**src/rtl/pipe_ctrl_unit.sv**
```systemverilog
// Pipelined RV32I control unit: decodes the ID instruction and carries the control word
// through the ID/EX, EX/MEM and MEM/WB stages. Also produces the stall, forwarding and redirect controls.
module pipe_ctrl_unit #(
  parameter int FWD_EN   = 1,
  parameter int ALU_OP_W = 4
) (
  input  logic                clk_i,
  input  logic                rst_i,
  input  logic [31:0]         id_instr_i,
  input  logic                id_vld_i,
  input  logic                br_less_i,
  input  logic                br_equal_i,
  output logic                pc_en_o,
  output logic                ifid_en_o,
  output logic                ifid_flush_o,
  output logic                pc_sel_o,
  output logic [ALU_OP_W-1:0] ex_alu_op_o,
  output logic                ex_op_a_sel_o,
  output logic                ex_op_b_sel_o,
  output logic                ex_bl_unsigned_o,
  output logic [1:0]          fwd_a_sel_o,
  output logic [1:0]          fwd_b_sel_o,
  output logic                mem_wren_o,
  output logic [2:0]          mem_funct3_o,
  output logic                wb_rd_wren_o,
  output logic [1:0]          wb_sel_o,
  output logic [4:0]          wb_rd_addr_o,
  output logic                insn_vld_o,
  output logic                illegal_o
);

  localparam logic [6:0] OP_LUI   = 7'b0110111;
  localparam logic [6:0] OP_AUIPC = 7'b0010111;
  localparam logic [6:0] OP_JAL   = 7'b1101111;
  localparam logic [6:0] OP_JALR  = 7'b1100111;
  localparam logic [6:0] OP_BR    = 7'b1100011;
  localparam logic [6:0] OP_LOAD  = 7'b0000011;
  localparam logic [6:0] OP_STORE = 7'b0100011;
  localparam logic [6:0] OP_IMM   = 7'b0010011;
  localparam logic [6:0] OP_REG   = 7'b0110011;

  localparam logic [ALU_OP_W-1:0] ALU_ADD  = ALU_OP_W'(4'd0);
  localparam logic [ALU_OP_W-1:0] ALU_SUB  = ALU_OP_W'(4'd1);
  localparam logic [ALU_OP_W-1:0] ALU_SLL  = ALU_OP_W'(4'd2);
  localparam logic [ALU_OP_W-1:0] ALU_SLT  = ALU_OP_W'(4'd3);
  localparam logic [ALU_OP_W-1:0] ALU_SLTU = ALU_OP_W'(4'd4);
  localparam logic [ALU_OP_W-1:0] ALU_XOR  = ALU_OP_W'(4'd5);
  localparam logic [ALU_OP_W-1:0] ALU_SRL  = ALU_OP_W'(4'd6);
  localparam logic [ALU_OP_W-1:0] ALU_SRA  = ALU_OP_W'(4'd7);
  localparam logic [ALU_OP_W-1:0] ALU_OR   = ALU_OP_W'(4'd8);
  localparam logic [ALU_OP_W-1:0] ALU_AND  = ALU_OP_W'(4'd9);
  localparam logic [ALU_OP_W-1:0] ALU_PASB = ALU_OP_W'(4'd10);

  typedef struct packed {
    logic                rd_wren;
    logic                op_a_sel;
    logic                op_b_sel;
    logic                bl_unsigned;
    logic [ALU_OP_W-1:0] alu_op;
    logic                mem_wren;
    logic [1:0]          wb_sel;
    logic                is_load;
    logic                is_branch;
    logic                is_jump;
    logic [2:0]          funct3;
    logic [4:0]          rd;
    logic [4:0]          rs1;
    logic [4:0]          rs2;
    logic                use_rs1;
    logic                use_rs2;
    logic                legal;
  } ctrl_t;

  ctrl_t      raw_s, dec_s, ex_r, mem_r, wb_r;
  logic       ex_vld_r, mem_vld_r, wb_vld_r;
  logic [6:0] op_s;
  logic [2:0] f3_s;
  logic       f7b5_s;
  logic       taken_s, hazard_s, stall_s, bubble_s;
  logic       load_use_s, raw_hit_s;
  logic [1:0] fwd_a_s, fwd_b_s;
  logic       unused_s;

  function automatic logic [ALU_OP_W-1:0] alu_fn(input logic [2:0] f3, input logic alt);
    logic [ALU_OP_W-1:0] op;
    case (f3)
      3'b000:  op = alt ? ALU_SUB : ALU_ADD;
      3'b001:  op = ALU_SLL;
      3'b010:  op = ALU_SLT;
      3'b011:  op = ALU_SLTU;
      3'b100:  op = ALU_XOR;
      3'b101:  op = alt ? ALU_SRA : ALU_SRL;
      3'b110:  op = ALU_OR;
      default: op = ALU_AND;
    endcase
    return op;
  endfunction

  // True when a valid register-writing stage targets a non-zero rs.
  function automatic logic wr_hit(input logic vld, input ctrl_t c, input logic [4:0] rs);
    return vld && c.rd_wren && (c.rd != 5'd0) && (c.rd == rs);
  endfunction

  function automatic logic id_hit(input logic vld, input ctrl_t c, input ctrl_t id);
    return (id.use_rs1 && wr_hit(vld, c, id.rs1)) || (id.use_rs2 && wr_hit(vld, c, id.rs2));
  endfunction

  assign op_s   = id_instr_i[6:0];
  assign f3_s   = id_instr_i[14:12];
  assign f7b5_s = id_instr_i[30];

  // Decode the ID instruction into a raw control word plus legality.
  always_comb begin
    raw_s        = '0;
    raw_s.funct3 = f3_s;
    raw_s.rd     = id_instr_i[11:7];
    raw_s.rs1    = id_instr_i[19:15];
    raw_s.rs2    = id_instr_i[24:20];
    case (op_s)
      OP_LUI: begin
        raw_s.legal = 1'b1; raw_s.rd_wren = 1'b1; raw_s.op_b_sel = 1'b1; raw_s.alu_op = ALU_PASB;
      end
      OP_AUIPC: begin
        raw_s.legal = 1'b1; raw_s.rd_wren = 1'b1; raw_s.op_a_sel = 1'b1; raw_s.op_b_sel = 1'b1;
      end
      OP_JAL: begin
        raw_s.legal = 1'b1; raw_s.rd_wren = 1'b1; raw_s.op_a_sel = 1'b1; raw_s.op_b_sel = 1'b1;
        raw_s.wb_sel = 2'd2; raw_s.is_jump = 1'b1;
      end
      OP_JALR: begin
        raw_s.legal = (f3_s == 3'b000); raw_s.rd_wren = 1'b1; raw_s.op_b_sel = 1'b1;
        raw_s.wb_sel = 2'd2; raw_s.is_jump = 1'b1; raw_s.use_rs1 = 1'b1;
      end
      OP_BR: begin
        raw_s.legal = (f3_s[2:1] != 2'b01); raw_s.op_a_sel = 1'b1; raw_s.op_b_sel = 1'b1;
        raw_s.is_branch = 1'b1; raw_s.bl_unsigned = f3_s[1];
        raw_s.use_rs1 = 1'b1; raw_s.use_rs2 = 1'b1;
      end
      OP_LOAD: begin
        raw_s.legal = (f3_s != 3'b011) && (f3_s[2:1] != 2'b11);
        raw_s.rd_wren = 1'b1; raw_s.op_b_sel = 1'b1; raw_s.wb_sel = 2'd1;
        raw_s.is_load = 1'b1; raw_s.use_rs1 = 1'b1;
      end
      OP_STORE: begin
        raw_s.legal = (f3_s[2] == 1'b0) && (f3_s != 3'b011); raw_s.op_b_sel = 1'b1;
        raw_s.mem_wren = 1'b1; raw_s.use_rs1 = 1'b1; raw_s.use_rs2 = 1'b1;
      end
      OP_IMM: begin
        raw_s.legal = 1'b1; raw_s.rd_wren = 1'b1; raw_s.op_b_sel = 1'b1; raw_s.use_rs1 = 1'b1;
        raw_s.alu_op = alu_fn(f3_s, f7b5_s && (f3_s == 3'b101));
      end
      OP_REG: begin
        raw_s.legal = 1'b1; raw_s.rd_wren = 1'b1; raw_s.use_rs1 = 1'b1; raw_s.use_rs2 = 1'b1;
        raw_s.alu_op = alu_fn(f3_s, f7b5_s);
      end
      default: raw_s.legal = 1'b0;
    endcase
  end

  // An undecodable instruction travels with an all-zero control word.
  assign dec_s = raw_s.legal ? raw_s : '0;

  // Branch resolution and hazard detection for the current stage contents.
  always_comb begin
    taken_s = 1'b0;
    if (ex_vld_r && ex_r.is_jump) begin
      taken_s = 1'b1;
    end else if (ex_vld_r && ex_r.is_branch) begin
      case (ex_r.funct3)
        3'b000:  taken_s = br_equal_i;
        3'b001:  taken_s = ~br_equal_i;
        3'b100,
        3'b110:  taken_s = br_less_i;
        3'b101,
        3'b111:  taken_s = ~br_less_i;
        default: taken_s = 1'b0;
      endcase
    end else begin
      taken_s = 1'b0;
    end
    load_use_s = ex_r.is_load && id_hit(ex_vld_r, ex_r, dec_s);
    raw_hit_s  = id_hit(ex_vld_r, ex_r, dec_s) || id_hit(mem_vld_r, mem_r, dec_s) ||
                 id_hit(wb_vld_r, wb_r, dec_s);
    if (FWD_EN != 0) begin
      hazard_s = id_vld_i && load_use_s;
    end else begin
      hazard_s = id_vld_i && raw_hit_s;
    end
    stall_s  = hazard_s && !taken_s;
    bubble_s = taken_s || stall_s || !id_vld_i;
  end

  // Forwarding select for the EX operands; EX/MEM wins over MEM/WB, loads in MEM cannot forward.
  always_comb begin
    fwd_a_s = 2'd0;
    fwd_b_s = 2'd0;
    if ((FWD_EN != 0) && ex_vld_r) begin
      if (wr_hit(mem_vld_r, mem_r, ex_r.rs1) && !mem_r.is_load) begin
        fwd_a_s = 2'd1;
      end else if (wr_hit(wb_vld_r, wb_r, ex_r.rs1)) begin
        fwd_a_s = 2'd2;
      end else begin
        fwd_a_s = 2'd0;
      end
      if (wr_hit(mem_vld_r, mem_r, ex_r.rs2) && !mem_r.is_load) begin
        fwd_b_s = 2'd1;
      end else if (wr_hit(wb_vld_r, wb_r, ex_r.rs2)) begin
        fwd_b_s = 2'd2;
      end else begin
        fwd_b_s = 2'd0;
      end
    end else begin
      fwd_a_s = 2'd0;
      fwd_b_s = 2'd0;
    end
  end

  // Stage registers: ID/EX loads the decoded word or a bubble, later stages shift unconditionally.
  always_ff @(posedge clk_i) begin
    if (rst_i) begin
      ex_r      <= '0;
      mem_r     <= '0;
      wb_r      <= '0;
      ex_vld_r  <= 1'b0;
      mem_vld_r <= 1'b0;
      wb_vld_r  <= 1'b0;
    end else begin
      if (bubble_s) begin
        ex_r     <= '0;
        ex_vld_r <= 1'b0;
      end else begin
        ex_r     <= dec_s;
        ex_vld_r <= 1'b1;
      end
      mem_r     <= ex_r;
      mem_vld_r <= ex_vld_r;
      wb_r      <= mem_r;
      wb_vld_r  <= mem_vld_r;
    end
  end

  // Output drive; every stage control is qualified by that stage's valid bit.
  always_comb begin
    pc_en_o          = ~stall_s;
    ifid_en_o        = ~stall_s;
    ifid_flush_o     = taken_s;
    pc_sel_o         = taken_s;
    ex_alu_op_o      = ex_vld_r ? ex_r.alu_op : '0;
    ex_op_a_sel_o    = ex_vld_r & ex_r.op_a_sel;
    ex_op_b_sel_o    = ex_vld_r & ex_r.op_b_sel;
    ex_bl_unsigned_o = ex_vld_r & ex_r.bl_unsigned;
    fwd_a_sel_o      = fwd_a_s;
    fwd_b_sel_o      = fwd_b_s;
    mem_wren_o       = mem_vld_r & mem_r.mem_wren;
    mem_funct3_o     = mem_vld_r ? mem_r.funct3 : 3'd0;
    wb_rd_wren_o     = wb_vld_r & wb_r.rd_wren;
    wb_sel_o         = wb_vld_r ? wb_r.wb_sel : 2'd0;
    wb_rd_addr_o     = wb_vld_r ? wb_r.rd : 5'd0;
    insn_vld_o       = wb_vld_r & wb_r.legal;
    illegal_o        = wb_vld_r & ~wb_r.legal;
  end

  assign unused_s = ^{id_instr_i[31], id_instr_i[29:25], mem_r, wb_r};

endmodule

```
**config.mk**
```make
export PLATFORM = sky130hd
export DESIGN_NAME = pipe_ctrl_unit
export DESIGN_NICKNAME = d
export VERILOG_FILES = /design/src/rtl/pipe_ctrl_unit.sv
export SDC_FILE = /design/constraint.sdc
export NUM_CORES = 1
export LEC_CHECK = 0
export CAP_MARGIN = 20
export CORE_ASPECT_RATIO = 1.4
export CORE_MARGIN = 1
export CORE_UTILIZATION = 50
export CTS_CLUSTER_SIZE = 20
export DETAILED_ROUTE_END_ITERATION = 10
export PLACE_DENSITY = 0.92
export SETUP_SLACK_MARGIN = 0.2
export SLEW_MARGIN = 20
export SYNTH_ARGS = -nofsm -noshare
export SYNTH_HDL_FRONTEND = slang
export SYNTH_SLANG_ARGS = --single-unit
export TNS_END_PERCENT = 100
```
**constraint.sdc**
```tcl
create_clock -name clk_i -period 3.2 [get_ports clk_i]
set_clock_uncertainty 0.05 [all_clocks]
set_input_delay 0.64 -clock clk_i [delete_from_list [all_inputs] [get_ports clk_i]]
set_output_delay 0.64 -clock clk_i [all_outputs]
set_load 0.01 [all_outputs]
```
==> results of run 1 <==
[registers in the layout, summed over array words and instances (netlist names)]
register and count:
ex_r 33, mem_r 14, wb_r 9, ex_vld_r 1
mem_vld_r 1, wb_vld_r 1
[power by group through the flow]
stage | Sequential [mW] | Clock, mW | Combinational (mW)
4_1_cts | 0.742 | 0.733 | 0.133
3_5_place_dp | 0.758 | 0 | 0.133
6_report | 0.742 | 0.724 | 0.139
5_1_grt | 0.742 | 0.763 | 0.148
3_3_place_gp | 0.758 | 0 | 0.131
2_1_floorplan | 0.757 | 0 | 0.0609
[synthesized netlist by cell type (2+ instances only)]
cell type | n | area (sq um)
sky130_fd_sc_hd__nor4_2 | 21 | 263
sky130_fd_sc_hd__a211oi_1 | 2 | 15.0
sky130_fd_sc_hd__a2111oi_2 | 2 | 30.0
sky130_fd_sc_hd__nor4_1 | 6 | 37.5
sky130_fd_sc_hd__nor2b_1 | 29 | 181
sky130_fd_sc_hd__nand3_1 | 7 | 35.0
sky130_fd_sc_hd__dfxtp_1 | 59 | 1180
sky130_fd_sc_hd__nor3_1 | 8 | 40.0
sky130_fd_sc_hd__or4_1 | 6 | 45.0
sky130_fd_sc_hd__a21oi_1 | 4 | 20.0
sky130_fd_sc_hd__xor2_1 | 21 | 184
sky130_fd_sc_hd__o21ai_0 | 9 | 45.0
sky130_fd_sc_hd__nor4b_1 | 5 | 43.8
sky130_fd_sc_hd__buf_6 | 4 | 45.0
sky130_fd_sc_hd__and2_1 | 22 | 138
sky130_fd_sc_hd__nand4_1 | 3 | 18.8
sky130_fd_sc_hd__or3_1 | 2 | 12.5
sky130_fd_sc_hd__xnor2_1 | 11 | 96.3
sky130_fd_sc_hd__nand3b_1 | 2 | 15.0
sky130_fd_sc_hd__nand2b_1 | 3 | 18.8
sky130_fd_sc_hd__nor2_1 | 10 | 37.5
sky130_fd_sc_hd__nand2_1 | 18 | 67.6
sky130_fd_sc_hd__clkbuf_1 | 6 | 22.5
sky130_fd_sc_hd__nor4b_2 | 4 | 60.1
sky130_fd_sc_hd__inv_1 | 2 | 7.51
sky130_fd_sc_hd__buf_4 | 5 | 37.5
sky130_fd_sc_hd__buf_2 | 6 | 30.0
[per-layer routing]
layer	share of wire [%]	vias to the layer above	track usage (%)
met4	4.0	0	14.5
met3	5.8	31	5.53
li1	-	1174	-
met1	35	1153	25.0
met5	0	-	0
met2	55	128	47.4
[per-stage QoR]
stage          area [sq um]  hold slack [ns]  TNS (ns)  cells
3_3_place_gp           3580            0.369    -0.486    423
4_1_cts                3800            0.393         0    441
3_5_place_dp           3580            0.378    -0.541    423
5_1_grt                3860            0.409         0    442
6_report               3860            0.390         0    442
2_1_floorplan          2860            0.364         0    293
[worst paths after layout]
path                               end  slack, ns                 from  cells after the start
hold reg to reg   mem_r[26]$_SDFF_PP0_       0.39  ex_r[26]$_SDFF_PP0_                      1
setup reg to reg    ex_r[5]$_SDFF_PP0_       1.02  ex_r[14]$_SDFF_PP0_                      7
hold / removal    mem_r[26]$_SDFF_PP0_       0.39  ex_r[26]$_SDFF_PP0_                      1
setup / recovery               pc_en_o       0.22       id_instr_i[19]                      7
[cell families (layout without fill, tap and decap cells)]
logic type      Yosys count  count (layout)  share of synthesized area (%)
mux                       1               1                          0.350
flops                    59              59                           41.3
compound gates           25              25                           6.26
simple gates            153             153                           37.3
buf+inv                  23             104                           4.99
xor+xnor                 32              32                           9.81
[worst max-delay path, stage by stage]
cell and delay, ns:
sky130_fd_sc_hd__clkdlybuf4s50_1 0.46, sky130_fd_sc_hd__xor2_1 0.20, sky130_fd_sc_hd__nor4_2 0.26, sky130_fd_sc_hd__and4_1 0.26, sky130_fd_sc_hd__o221a_2 0.23, sky130_fd_sc_hd__nand2_1 0.08
sky130_fd_sc_hd__buf_2 0.17
[repair_timing]
| item | 4_1_cts | 5_1_grt |
|---|---|---|
| buffers inserted | 2 | 1 |
| gates resized for setup | 18 | 14 |
| endpoints found under the setup margin | 6 | 6 |
| pin swaps | 3 | 5 |
[layout make-up]
type	instances	area, sq um
sequential	59	1180
timing repair buffer	86	782
fill	391	1660
clock buffer	12	135
tap	68	85.1
clock inverter	4	75.1
inverter	2	7.51
multi-input combinational	211	1600
==> run summary, run 1 <==
The flow ran to the end, and the final reports show no timing, DRC or antenna violations. The count of buffers inserted at the top-level ports is 59. The required time of the critical path came out at 2.51 ns. Setup violations remaining at the end of the flow were counted as 0. The number of antenna violations at the first check in global routing came out at 0.

The endpoint type of the worst setup path is an output pin. The critical path data arrival time is 2.29 ns. The share of flip-flops with an asynchronous set or reset after synthesis is 0%.

CTS saw 59 sinks. Before antenna repair, the detailed router went through 5 iterations. The number of vias per cell is 5.62. The critical path launch point type is a primary input. 66 I/O pins were placed. Counting the buffers created by CTS gives 9.

The diode insertion count for antenna repair is 0. The global-route wire length before repair is 11,300 um. The utilization of the core after routing came out at 69.9%. The remaining global-route overflow is 0. The worst-case IR drop observed on VDD is 0.000211 V. Dividing the detail-routed wire length by the instance count gives 16.8 um. The number of max-slew violations in the final report came out at 0. The final period utilization came out at 93.1%.

Of the total power, registers draw 46.2%. Leaving out fill and tap cells, the most frequent cell in the layout is sky130_fd_sc_hd__dfxtp_1. The sequential fraction of the synthesis area came out at 41.3%. Per report_power, the combinational group accounts for 8.6% of the total. The count of unresolved DRC violations after routing came out at 0. The power density of the placed cells is 416 nW/um^2. The detailed placer's ending HPWL came out at 4960 um.

The core box area is 5530 sq um. The number of enable-type register cells in the synthesized netlist came out at 0. The worst min-delay path category is flip-flop to flip-flop.

The minimum clock period is 2.98 ns. In the layout the commonest cells are 59 x sky130_fd_sc_hd__dfxtp_1, 44 x sky130_fd_sc_hd__clkdlybuf4s50_1, 29 x sky130_fd_sc_hd__nor2b_1. The total of flip-flops plus latches after synthesis came out at 59. The setup path with the least slack is of type primary input to output pin. The overall power came out at 1.60 mW. The number of maximum-capacitance constraint violations is 0.

The die height is 91.5 um. The routed wire length came out at 7440 um. The remaining antenna violation count came out at 0. The design internal power is 1.25 mW. The number of warnings printed during yosys synthesis is 0. The violation count after the first detailed-route iteration is 127.

After technology mapping, the gate count stands at 293. The worst relative slew slack came out at 66.5%. After clock tree synthesis, the clock-pin slew on the worst setup and hold paths is 0.06 ns. TritonCTS built the clock tree. Routability-driven placement finished with a final weighted congestion of 0.865. The net count after synthesis is 330. The achievable clock frequency is 0.336 GHz. Before CTS, the worst setup slack after placement is -0.273 ns.

The final layout net count is 406. The die covers 6030 sq um. The number of global-route vias before repair came out at 2,414. The actual transition at the worst max-transition pin came out at 0.503 ns.

The switching power as a share of total power is 22.4%. The starting density of the core came out at 51.7%. The mean cell area of the mapped netlist came out at 9.75 sq um. The combined area of all synthesized cells is 2860 sq um. The portion of total power attributed to the clock network is 45.1%.

In this run the static leakage power is 1.51 nW. The deepest clock path buffer count came out at 2. The maximum fanout encountered on the critical timing path is 2. Setup repair after global routing left no endpoint under its margin. The number of levels in the clock H-tree came out at 3. The tree is rooted in a sky130_fd_sc_hd__clkbuf_8. After clock tree synthesis, the flow added hold-fix buffers numbering 0. The number of distinct standard cells referenced by the synthesized netlist is 43.

The horizontal die dimension is 65.9 um. The floorplan has 32 rows. The detailed router placed 2,486 vias in this run. Among all flip-flop cells after synthesis, the most frequent one is sky130_fd_sc_hd__dfxtp_1.

The layout cell share with drive strength beyond 1 came out at 22.2%. The clock latency on the worst-skew pair came out at 0.34 ns. The global-route usage over all layers is 25.6%. After layout, the worst setup slack is 0.222 ns.

For this design the total switching power over the nets is 0.360 mW. The layout-stage area growth over the synthesis result is 35.2%. Entering global routing, the biggest net connects 35 pins. The hold violation total from the final report is 0.
Note: power is estimated with default switching activity, not from simulation.
==> run 2, diff against run 1 <==
- HOLD_SLACK_MARGIN: unset -> 0.05
- PLACE_DENSITY: 0.92 -> 0.81
- RECOVER_POWER: unset -> 100
==> run 2 against run 1 <==
Compared with the run above:
- worst hold slack lost 0.0054 ns
- first-iteration DRC count shrank 39%
- fmax grew 0.10%
- setup slack gained 0.0030 ns
- global-route usage shrank 1.1 points
- cell count grew 2.0%
- total power grew 6.0%
- sequential share of layout area grew 0.61 points
- clock power grew 13%
- via count shrank 3.9%
- wire length shrank 8.1%
- register-to-register slack lost 0.21 ns
==> run summary, run 2 (synthesized netlist as in run 1, its figures left out) <==
Subtracting the final worst setup slack from the clock period gives 2.97 ns. The count of unresolved DRC violations after routing is 0. STA classifies the critical path startpoint as a primary input. The layout cell share with drive strength beyond 1 is 16.2%. The most common library cell in the layout ignoring fill and taps is sky130_fd_sc_hd__dfxtp_1. The clock tree from TritonCTS is yes. The overall via count from detail_route came out at 2,390. The largest single stage delay on the critical path is 0.55 ns. The first global-routing pass estimated 11,000 um of wire. The horizontal die dimension came out at 65.9 um. The diode insertion count for antenna repair is 0. The final estimated routing congestion in global placement came out at 0.883.

The cell that appears most often on the critical path is sky130_fd_sc_hd__nand2_1. The final standard cell area without fillers came out at 3790 sq um. The number of buffers created by CTS came out at 9. The area of placed instances came out at 3660 sq um. The average wire per cell in the routed design is 15.2 um. From synthesis to final layout, the design area changed by 32.5%. The global-route usage over all layers is 24.5%. The worst hold path belongs to the class flip-flop to flip-flop. The later pin in the worst-skew pair is clocked with a latency of 0.34 ns. The top cell types in the final layout, fill and taps aside, are 59 x sky130_fd_sc_hd__dfxtp_1, 33 x sky130_fd_sc_hd__buf_4, 29 x sky130_fd_sc_hd__nor2b_1.

The actual transition at the worst max-transition pin is 0.792 ns. CTS placed an instance of sky130_fd_sc_hd__clkbuf_8 at the clock tree root. The number of hold buffers added after cts is 0. The required time of the critical path came out at 2.51 ns. The HPWL after detailed placement is 5090 um. The die area came out at 6030 sq um. The violation count after the first detailed-route iteration is 77. The number of global-route vias before repair is 2,420. The number of setup violations in the final report is 0. 66 I/O pins were placed. The count of buffers inserted at the top-level ports is 59. The critical path data arrival time is 2.28 ns. The final period utilization is 93.0%. The number of clock sinks is 59. The remaining antenna violation count is 0. The design draws 1.70 mW. The die height is 91.5 um. The placement row count came out at 32. The register with the most flip-flops is ex_r.

The register with the most flip-flops in the layout has 33 of them. The final layout net count came out at 416. Setup repair after global routing left no endpoint under its margin. The worst ir drop on vdd came out at 0.000264 V. The slowest stage of the critical path belongs to the cell sky130_fd_sc_hd__dlygate4sd3_1.

The largest registers in the layout are ex_r (33), mem_r (14), wb_r (9). STA classifies the critical path endpoint as an output pin. The critical path in this run is classified as primary input to output pin. Adding up every negative setup slack in the final design gives 0 ns. The achievable clock frequency came out at 0.336 GHz. The detailed-router iteration count before antenna repair came out at 4.

Using the TritonRoute via totals, the vias-per-cell ratio works out to 5.30. The post-layout worst setup margin is 0.225 ns. The number of max-slew violations in the final report was 0. The routed wire length came out at 6840 um. The number of antenna violations at the first check in global routing is 0.

The core box area is 5530 sq um. Dividing total power by cell area gives a power density of 449 nW/um^2. For this configuration, the core starts out at a cell density of 51.7%. The clock slew seen by the registers of the worst setup and hold paths came out at 0.07 ns. Traced cell by cell, the critical path runs through dlygate4sd3_1 -> nand2_1 -> a32o_1 -> o21a_1 -> o221a_2 -> nand2_1 -> clkbuf_1.

The run finished with clean final reports. The maximum fanout encountered on the critical timing path came out at 2. The number of maximum-capacitance constraint violations is 0.

The analysis attributes to cell leakage a power of 1.61 nW. The number of levels in the clock H-tree is 3. The maximum number of pins on one net before global-route repair is 35.

No sink is reached through more buffers than the 2 on the longest clock path. Global routing finished with a remaining overflow of 0. The hold violation total from the final report was 0. The post-route worst hold slack is 0.385 ns. The worst relative slew slack came out at 47.2%.

The placement-stage worst setup slack came out at -0.282 ns.
## run 2: changes by cell type in the layout (fill, tap and decap cells not counted), moves of 3 or more
cell | before | now
sky130_fd_sc_hd__and2_1 | 22 | 17
sky130_fd_sc_hd__buf_4 | 27 | 33
sky130_fd_sc_hd__clkbuf_1 | 3 | 6
sky130_fd_sc_hd__nor4_1 | 2 | 22
sky130_fd_sc_hd__nor4b_1 | 4 | 8
sky130_fd_sc_hd__and2_0 | 0 | 5
sky130_fd_sc_hd__dlygate4sd3_1 | 0 | 17
sky130_fd_sc_hd__nor4b_2 | 5 | 1
sky130_fd_sc_hd__nor4_2 | 24 | 4
sky130_fd_sc_hd__clkdlybuf4s50_1 | 44 | 27
## run 2: timing repair
item                       in CTS  in global routing
pin swaps                       3                  5
setup buffers                   2                  0
gates resized for setup        23                 10
setup endpoints to repair       6                  4
## run 2: power breakdown
group / total, mW / switching [mW] / leakage, nW / internal (mW)
sequential: 0.741 / 0.00298 / 0.476 / 0.738
combinational: 0.140 / 0.0672 / 1.02 / 0.0728
clock: 0.819 / 0.284 / 0.120 / 0.536
total: 1.70 / 0.354 / 1.61 / 1.35
## run 2: final timing paths
| kind | startpoint | end | slack [ns] | cells after the start |
|---|---|---|---|---|
| worst max-delay path | id_instr_i[12] | ifid_en_o | 0.23 | 7 |
| worst min-delay path | mem_r[25]$_SDFF_PP0_ | wb_r[25]$_SDFF_PP0_ | 0.38 | 1 |
| worst max register to register | ex_vld_r$_SDFF_PP0_ | ex_r[28]$_SDFF_PP0_ | 0.81 | 6 |
| worst min register to register | mem_r[25]$_SDFF_PP0_ | wb_r[25]$_SDFF_PP0_ | 0.38 | 1 |
## run 2: layer usage
layer / GRT usage (%) / wire (um) / up-vias
li1: - / - / 1198
met1: 25.3 / 2740 / 1128
met2: 45.2 / 3800 / 55
met3: 4.52 / 168 / 9
met4: 12.3 / 125 / 0
met5: 0 / 0 / -
## run 2: critical path: cells and delay by family
kind                   cells  cell delay [ns]
AOI/OAI and AO/OA          3             0.77
buffers and inverters      2             0.71
and+or+nand+nor            2             0.17
## run 2: per-stage QoR
stage	util (%)	cells
after global placement	66.3	434
after detailed placement	66.3	434
after floorplan	-	293
after CTS	71.1	451
after global routing	68.5	451
final	68.5	451
## run 2: final cells by class
| class | count | area [sq um] |
|---|---|---|
| multi-input cells | 211 | 1430 |
| repair buffers | 96 | 845 |
| fillers | 465 | 1740 |
| flip-flops and latches | 59 | 1180 |
| inverters | 2 | 7.51 |
| well taps | 68 | 85.1 |
| clock inverters | 4 | 98.8 |
| clock buffers | 11 | 141 |
